`src/rtl/timer_pkg.sv`:
```
// Shared types and constants for the multi-channel period timer.
package timer_pkg;

  typedef enum logic [1:0] {
    T_IDLE,
    T_RUN,
    T_DONE
  } timer_state_t;

  localparam logic MODE_PERIODIC = 1'b0;
  localparam logic MODE_ONESHOT  = 1'b1;

endpackage

```
`src/rtl/timer_channel.sv`:
```
// One timer channel: counts 0..period-1 in periodic or one-shot mode.
// Counting and wrap only advance on strobe cycles; config change, period==0
// and start act on any cycle.
module timer_channel
  import timer_pkg::*;
#(
  parameter int unsigned WIDTH = 32
) (
  input  logic             clk,
  input  logic             rst,
  input  logic             strobe,
  input  logic [WIDTH-1:0] period,
  input  logic             mode,
  input  logic             enable,
  input  logic             start,
  output logic [WIDTH-1:0] count,
  output logic             tick,
  output logic             busy
);

  timer_state_t     state_q, state_d;
  logic [WIDTH-1:0] count_q, count_d;
  logic             tick_q, tick_d;
  logic [WIDTH-1:0] period_q;
  logic             mode_q;
  logic [WIDTH:0]   inc;
  logic             wrap;
  logic             cfg_change;

  // wrap is evaluated one bit wider so period = 2^WIDTH-1 never overflows
  assign inc        = {1'b0, count_q} + {{WIDTH{1'b0}}, 1'b1};
  assign wrap       = (inc == {1'b0, period});
  assign cfg_change = (period != period_q) || (mode != mode_q);

  // State, count, tick and stored configuration registers
  always_ff @(posedge clk) begin
    if (rst) begin
      state_q  <= T_IDLE;
      count_q  <= '0;
      tick_q   <= 1'b0;
      period_q <= '0;
      mode_q   <= MODE_PERIODIC;
    end else begin
      state_q  <= state_d;
      count_q  <= count_d;
      tick_q   <= tick_d;
      period_q <= period;
      mode_q   <= mode;
    end
  end

  // Next-state and next-count decode in priority order
  always_comb begin
    state_d = state_q;
    count_d = count_q;
    tick_d  = 1'b0;
    if (cfg_change) begin
      count_d = '0;
      state_d = T_IDLE;
    end else if (period == '0) begin
      count_d = '0;
      state_d = T_IDLE;
    end else if (mode == MODE_PERIODIC) begin
      if (start) begin
        count_d = '0;
      end else if (enable && strobe) begin
        if (wrap) begin
          count_d = '0;
          tick_d  = 1'b1;
        end else begin
          count_d = inc[WIDTH-1:0];
        end
      end
    end else begin
      unique case (state_q)
        T_IDLE, T_DONE: begin
          count_d = '0;
          if (start) state_d = T_RUN;
        end
        T_RUN: begin
          if (start) begin
            count_d = '0;
          end else if (enable && strobe) begin
            if (wrap) begin
              count_d = '0;
              tick_d  = 1'b1;
              state_d = T_DONE;
            end else begin
              count_d = inc[WIDTH-1:0];
            end
          end
        end
        default: begin
          count_d = '0;
          state_d = T_IDLE;
        end
      endcase
    end
  end

  assign count = count_q;
  assign tick  = tick_q;
  assign busy  = (state_q == T_RUN);

endmodule

```
`src/rtl/multi_period_timer.sv`:
```
// Multi-channel period timer: NUM_CH independent timer_channel instances
// sharing one count strobe.
// Optional macro MULTI_PERIOD_TIMER_PRESCALE_EN: the strobe comes from a
// shared 0..PRESCALE-1 prescaler; otherwise the strobe is constant 1.
module multi_period_timer
  import timer_pkg::*;
#(
  parameter int unsigned NUM_CH   = 4,
  parameter int unsigned WIDTH    = 32,
  parameter int unsigned PRESCALE = 100
) (
  input  logic                    clk_in,
  input  logic                    rst_in,
  input  logic [NUM_CH*WIDTH-1:0] period_in,
  input  logic [NUM_CH-1:0]       mode_in,
  input  logic [NUM_CH-1:0]       enable_in,
  input  logic [NUM_CH-1:0]       start_in,
  output logic [NUM_CH*WIDTH-1:0] count_out,
  output logic [NUM_CH-1:0]       tick_out,
  output logic [NUM_CH-1:0]       busy_out
);

  logic strobe;

  if (NUM_CH < 1 || NUM_CH > 16 || PRESCALE < 1) begin : g_bad_param
    $error("multi_period_timer: NUM_CH must be 1..16 and PRESCALE >= 1");
  end

`ifdef MULTI_PERIOD_TIMER_PRESCALE_EN
  localparam int unsigned PW = (PRESCALE > 1) ? $clog2(PRESCALE) : 1;

  logic [PW-1:0] pre_cnt;

  assign strobe = (pre_cnt == PW'(PRESCALE - 1));

  // Shared prescaler, wraps to 0 on each strobe
  always_ff @(posedge clk_in) begin
    if (rst_in || strobe) pre_cnt <= '0;
    else                  pre_cnt <= pre_cnt + 1'b1;
  end
`else
  assign strobe = 1'b1;
`endif

  for (genvar i = 0; i < NUM_CH; i++) begin : g_ch
    timer_channel #(
      .WIDTH(WIDTH)
    ) u_ch (
      .clk   (clk_in),
      .rst   (rst_in),
      .strobe(strobe),
      .period(period_in[i*WIDTH +: WIDTH]),
      .mode  (mode_in[i]),
      .enable(enable_in[i]),
      .start (start_in[i]),
      .count (count_out[i*WIDTH +: WIDTH]),
      .tick  (tick_out[i]),
      .busy  (busy_out[i])
    );
  end

endmodule

```
`config.mk`:
```
export PLATFORM = sky130hd
export DESIGN_NAME = multi_period_timer
export DESIGN_NICKNAME = d
export VERILOG_FILES = /design/src/rtl/timer_pkg.sv /design/src/rtl/timer_channel.sv /design/src/rtl/multi_period_timer.sv
export SDC_FILE = /design/constraint.sdc
export NUM_CORES = 1
export LEC_CHECK = 0
export BUFFER_PORTS_ARGS = -buffer_cell sky130_fd_sc_hd__buf_2
export CAP_MARGIN = 30
export CORE_ASPECT_RATIO = 1.2
export CORE_MARGIN = 3
export CORE_UTILIZATION = 57
export DETAILED_ROUTE_END_ITERATION = 8
export HOLD_SLACK_MARGIN = 0.03
export PLACE_DENSITY = 0.81
export SYNTH_ARGS = -nofsm -noshare
export SYNTH_HDL_FRONTEND = slang
export SYNTH_HIERARCHICAL = 1
export SYNTH_SLANG_ARGS = --single-unit
export TNS_END_PERCENT = 50
```
`constraint.sdc`:
```
create_clock -name clk_in -period 4 [get_ports clk_in]
set_input_delay 0.4 -clock clk_in [delete_from_list [all_inputs] [get_ports clk_in]]
set_output_delay 0.4 -clock clk_in [all_outputs]
set_load 0.01 [all_outputs]
```
* Yosys cells after proc, flatten, opt, wreduce, memory -nomap -nowiden
Index checks and enable logic that the tools add are counted.
** Storage, ports and cells
- Memories kept :: 0
- Bits in latches :: 0
- Bits in registers :: 272
- RAM bits :: 0
- Word-level logic and storage cells :: 144
- Output and inout port bits :: 136
- ROM bits :: 0
** Operators by class
- Shifts and indexed selects :: 0
- Bitwise logic cells :: 0
- Multiplexer cells :: 60
- Reductions and logical operators :: 24
- Add/sub/neg operators :: 4
- Equal/unequal tests :: 36
- Magnitude comparators :: 0
- Divide/modulo/power cells :: 0
- Multipliers :: 0
** Operator list (number)
- 32-bit two-way mux :: 20
- 32-bit by 1-bit adder with 33-bit output (second input constant) :: 4
- 33-bit by 32-bit equality test with 1-bit output :: 4
- 32-bit zero test :: 4
- 32-bit inequality test :: 4
- 2-bit two-way mux :: 16
- 2-bit inequality test (second input constant) :: 16
- 1-bit two-way mux :: 20
- 5-bit AND reduction :: 4
- 2-bit one-hot mux with 2 select lines :: 4
- 3-bit OR reduction :: 4
- 2-bit by 1-bit equality test with 1-bit output (second input constant) :: 4
- 2-bit equality test (second input constant) :: 4
- 2-bit zero test :: 4
- 2-bit OR reduction :: 4
- 1-bit logical OR :: 4
- 1-bit inequality test :: 4

* Longest topological paths before layout
- Depth after elaboration :: 7
- Depth in mapped cells :: 11

* Modules after synthesis
The synthesis kept the hierarchy.
** By module, submodules not included
- timer_channel at g_ch[0].u_ch ... :: cells an instance 448, area each 3945.0 um^2, times used 3
- timer_channel at g_ch[3].u_ch :: cells an instance 468, area each 4126.5 um^2, times used 1
- multi_period_timer :: cells an instance 1, area each 3.8 um^2, times used 1

* Worst setup path after synthesis
OpenSTA, ideal clock, no wires.
- Kind :: register to register
- Start :: reg g_ch[0].u_ch.count_q[0]
- End :: reg g_ch[0].u_ch.count_q[4]
- Path slack :: 0.625 ns
- Clock period less this slack :: 3.375 ns
- Arrival :: 3.260 ns
- Cell stages (with the launch flop) :: 11
- Cells stage by stage :: dfxtp_1 ha_1 nand3_4 or4_4 or4b_4 nor3_2 o211ai_1 or4_4 o21ai_4 buf_6 nor2_2
** Between the ends
- Cells in the longest elaborated chain, start to end :: 7
** Ends and longest elaborated chain
- start, declared :: line timer_channel.sv:22 : logic [WIDTH-1:0] count_q, count_d;
- start signal, assigned :: line timer_channel.sv:45 : count_q <= count_d;
- 32-bit by 1-bit adder with 33-bit output * :: line timer_channel.sv:31 : assign inc = {1'b0, count_q} + {{WIDTH{1'b0}}, 1'b1};
- 33-bit by 32-bit equality test with 1-bit output :: line timer_channel.sv:32 : assign wrap = (inc == {1'b0, period});
- 32-bit two-way mux * :: line timer_channel.sv:67, timer_channel.sv:84
- 32-bit two-way mux * :: line timer_channel.sv:83 : end else if (enable && strobe) begin
- 32-bit two-way mux * :: line timer_channel.sv:81 : if (start) begin
- 32-bit two-way mux :: line timer_channel.sv:75 : unique case (state_q)
- 32-bit two-way mux * :: line timer_channel.sv:63 : end else if (mode == MODE_PERIODIC) begin
Every way passes the cells marked *; elsewhere a longest branch is shown, timed or not.
A chain may end at the register's enable or synchronous reset.

* Worst setup path in the final report
- Start :: reg g_ch[2].u_ch.count_q[0]
- End :: reg g_ch[2].u_ch.count_q[0]
** Between the ends
- Cells in the longest elaborated chain, start to end :: 7
** Ends and longest elaborated chain (line)
- start, declared :: timer_channel.sv:22
- start signal, assigned :: timer_channel.sv:45
- 32-bit by 1-bit adder with 33-bit output :: timer_channel.sv:31
- 33-bit by 32-bit equality test with 1-bit output :: timer_channel.sv:32
- 32-bit two-way mux :: timer_channel.sv:67, timer_channel.sv:84
- 32-bit two-way mux * :: timer_channel.sv:83
- 32-bit two-way mux * :: timer_channel.sv:81
- 32-bit two-way mux :: timer_channel.sv:75
- 32-bit two-way mux * :: timer_channel.sv:63
Marked as above.

==> results.cfg <==
[run_status]
status = complete, no violations

[global_route]
grt.met2_usage_pct = 49.1
grt_max_degree = 52
met3_usage_pct = 4.88
antenna_found_initial = 1
track_usage_pct = 28.1
grt_pass1_vias = 13800
grt_busiest_layer = met2
grt_pass1_wl_um = 70700
grt_use_met1_pct = 34.5
overflow = 0

[detailed_routing]
remaining_drc_errors = 0
drt_iter0_markers = 926
routed_wl_um = 44400
wire_per_inst_um = 18.1
drtPass1Iterations = 7
num_vias = 14100
drt-vias-per-instance = 5.76
ant_nets = 0

[power]
swShare_pct = 23.7
intPower_mw = 4.61
p_comb_share_pct = 9.3
power_density_nw_per_um2 = 327
p_sw_mw = 1.43
p_leak_nw = 6.62
seqPwrFrac_pct = 46.6
peakVddDrop_mv = 0.346
clkPwrFrac_pct = 44.2

[cts]
clock-sinks = 272
cts_resized = 0
cts_buffers = 29
insertion_delay_ns = 0.54
postCtsSetupBuffers = 0
clock-root-buffer = clkbuf_16
htreeDepth = 1
cts_hold_buf = 0
clk_pin_slew_ns = 0.06
clockBufferDepth = 3
cts_tree = built

[timing]
timing.final.ws_setup_ns = 0.321
max_freq_mhz = 272
setup-tns-final_ns = 0
holdWs_ns = 0.140
hold_viol_final = 0
clock_skew_ns = 0.0132
slew_headroom_pct = 35.8
min_period_ns = 3.68
tightest_slew_ns = 0.955
final-setup-viol-count = 0
maxSlewViolCount = 0
post-route-period-util_pct = 92.0
rsz0062_at_grt = false

[placed_design]
io_buffers = 277
dpl.hpwl_um = 33600
dp_slack_ns = 0.374
gp_congestion = 0.938

[critical_path]
path_delay_family = simple AND/OR/NAND/NOR gates
r2r_slack_ns = 0.32
cp_common_cell = or4_4
crit_cells = 10
worstPathMaxFanout = 17
worst_r2r_endpoint = g_ch[2].u_ch/count[0]
startpoint = g_ch[2].u_ch/count[0]
r2r-start = g_ch[2].u_ch/count[0]
reg2reg_depth = 10
max_stage_delay_ns = 0.59
crit_chain = ha_1, nand3_4, or4_4, or4b_4, nor3_2, o211ai_1, or4_4, o21ai_4, buf_4, nor2_1
cp.buffers_inverters = 1
worst_setup_path_start_kind = flop
cpMaxStageDelayCell = or4_4
worstSetupEndpointType = flop
cp_data_arrival_time_ns = 4.09
worstSetupEndpoint = g_ch[2].u_ch/count[0]
worstPathRequired_ns = 4.41
worstSetupPathType = flop to flop

[synth]
synth-adder-area-share_pct = 0.313
synth_area_sq_um = 16000
synthMostInstantiatedCell = dfxtp_1
synth-compound-area-share_pct = 6.00
synth_edf_count = 0
async_flop_share_pct = 0
ys_top_cells_by_area = dfxtp_1 (34%), xor2_1 (12%), xnor2_1 (12%)
synthXorXnorAreaFrac_pct = 24.1
synthTopCellsByCount = dfxtp_1 (272), xor2_1 (222), xnor2_1 (218)
synth_top_family_by_area = simple AND/OR/NAND/NOR gates
synth_cell_types = 71
synth_top_cell_by_area = dfxtp_1
syn_avg_cell_area_sq_um = 8.81
ys_seq_area_share_pct = 34.1
synth_simple_gate_area_share_pct = 31.9
synth_flop_cell = dfxtp_1
synth_cells = 1813
synth_top_area_share_pct = 34.1
ys_ff_latch = 272
synthMuxAreaShare_pct = 0.439
ys_warn_count = 6

[min_path]
hold_class = primary input to flop

[cells_and_area]
drive_gt1_share_pct = 24.1
antennaDiodeCount = 0
nets = 2200
fillers = 2272
seq_area_sq_um = 5450
multi_input_area_sq_um = 10100
area.growth.synth_to_final_pct = 15.6

[run]
max_cap_violations = 0

[die]
fp.dieH_um = 189
die_width_um = 159
core_area_sq_um = 27300
start_util_pct = 58.4
io_pins = 278
num_rows = 66
dieArea_sq_um = 30100
## worst reg2reg max path: stages (launching register included)
cell      delay, ns
dfxtp_1        0.47
ha_1           0.34
nand3_4        0.15
or4_4          0.59
or4b_4         0.59
nor3_2         0.18
o211ai_1       0.11
or4_4          0.54
o21ai_4        0.19
buf_4          0.31
nor2_1         0.09
## routing by layer
layer | vias up | wire length (um)
li1 | 6720 | -
met1 | 6694 | 18200
met2 | 557 | 21400
met3 | 133 | 3050
met4 | 2 | 1750
met5 | - | 11
## power by group through the flow
stage	clock network [mW]	logic (mW)	registers, mW
2_1_floorplan	0	0.311	2.86
3_3_place_gp	0	0.539	2.87
3_5_place_dp	0	0.548	2.87
4_1_cts	2.72	0.554	2.81
5_1_grt	2.83	0.605	2.82
6_report	2.67	0.560	2.81
## placed cells by master, fill, tap and decap left out, types with 5 or more instances in the layout
master and n:
a211o_1 5, a21boi_1 7, a21oi_1 11, a31oi_1 6, and2_1 12, and3_1 17, and4_1 18, and4b_1 6
buf_2 276, buf_4 15, clkbuf_1 8, clkbuf_16 29, clkinv_2 5, conb_1 8, dfxtp_1 272, inv_1 10
mux2i_1 7, nand2_1 114, nand2b_1 5, nand3_1 67, nand4_1 65, nand4b_1 5, nor2_1 73, nor2_2 121
nor2b_1 142, nor3_1 63, nor3_2 5, nor3b_1 17, nor4_1 84, o211ai_1 13, o21a_1 8, o21ai_0 27
o31ai_1 11, or3_1 10, or4_4 8, xnor2_1 218, xor2_1 222
## state kept, by name (all words and copies together), names as in the netlist
name	cells
g_ch.u_ch/mode_q	4
g_ch.u_ch/tick	4
g_ch.u_ch/state_q	8
g_ch.u_ch/period_q	128
g_ch.u_ch/count	128
## how the worst min path moves through the flow
stage | from | to | slack [ns] | depth (start not counted)
floorplan | rst_in | g_ch[0].u_ch/mode_q | 0.47 | 1
global placement | g_ch[0].u_ch/count[1] | g_ch[0].u_ch/count[1] | 0.50 | 2
detailed placement | g_ch[0].u_ch/count[1] | g_ch[0].u_ch/count[1] | 0.51 | 2
CTS | period_in[115] | g_ch[3].u_ch/period_q[19] | 0.11 | 2
global route | period_in[115] | g_ch[3].u_ch/period_q[19] | 0.14 | 2
finish | period_in[115] | g_ch[3].u_ch/period_q[19] | 0.14 | 2
## through the flow
step / instances / utilization (%) / instance area (sq um) / power, mW
global route: 2448 / 67.5 / 18500 / 6.25
detailed placement: 2397 / 64.1 / 17500 / 3.42
floorplan: 1820 / - / 16000 / 3.18
global placement: 2397 / 64.1 / 17500 / 3.41
finish: 2448 / 67.5 / 18500 / 6.04
CTS: 2448 / 67.5 / 18500 / 6.08
## final cells by class
type	count	area share, %
clock buffer	41	4.39
tap	374	2.54
clock inverter	10	0.705
timing repair buffer	292	8.20
inverter	10	0.203
sequential	272	29.5
multi-input combinational	1449	54.5
## kinds of logic (layout without fill, tap and decap cells)
logic type	Yosys count	count (layout)
xor gates and xnor gates	440	440
DFF	272	272
other	1	8
muxes	7	7
and+or+nand+nor	864	864
adders and majority gates	4	4
AOI/OAI and AO/OA	126	126
buffers and inverters	99	353
Note: power is estimated with default switching activity, not from simulation.
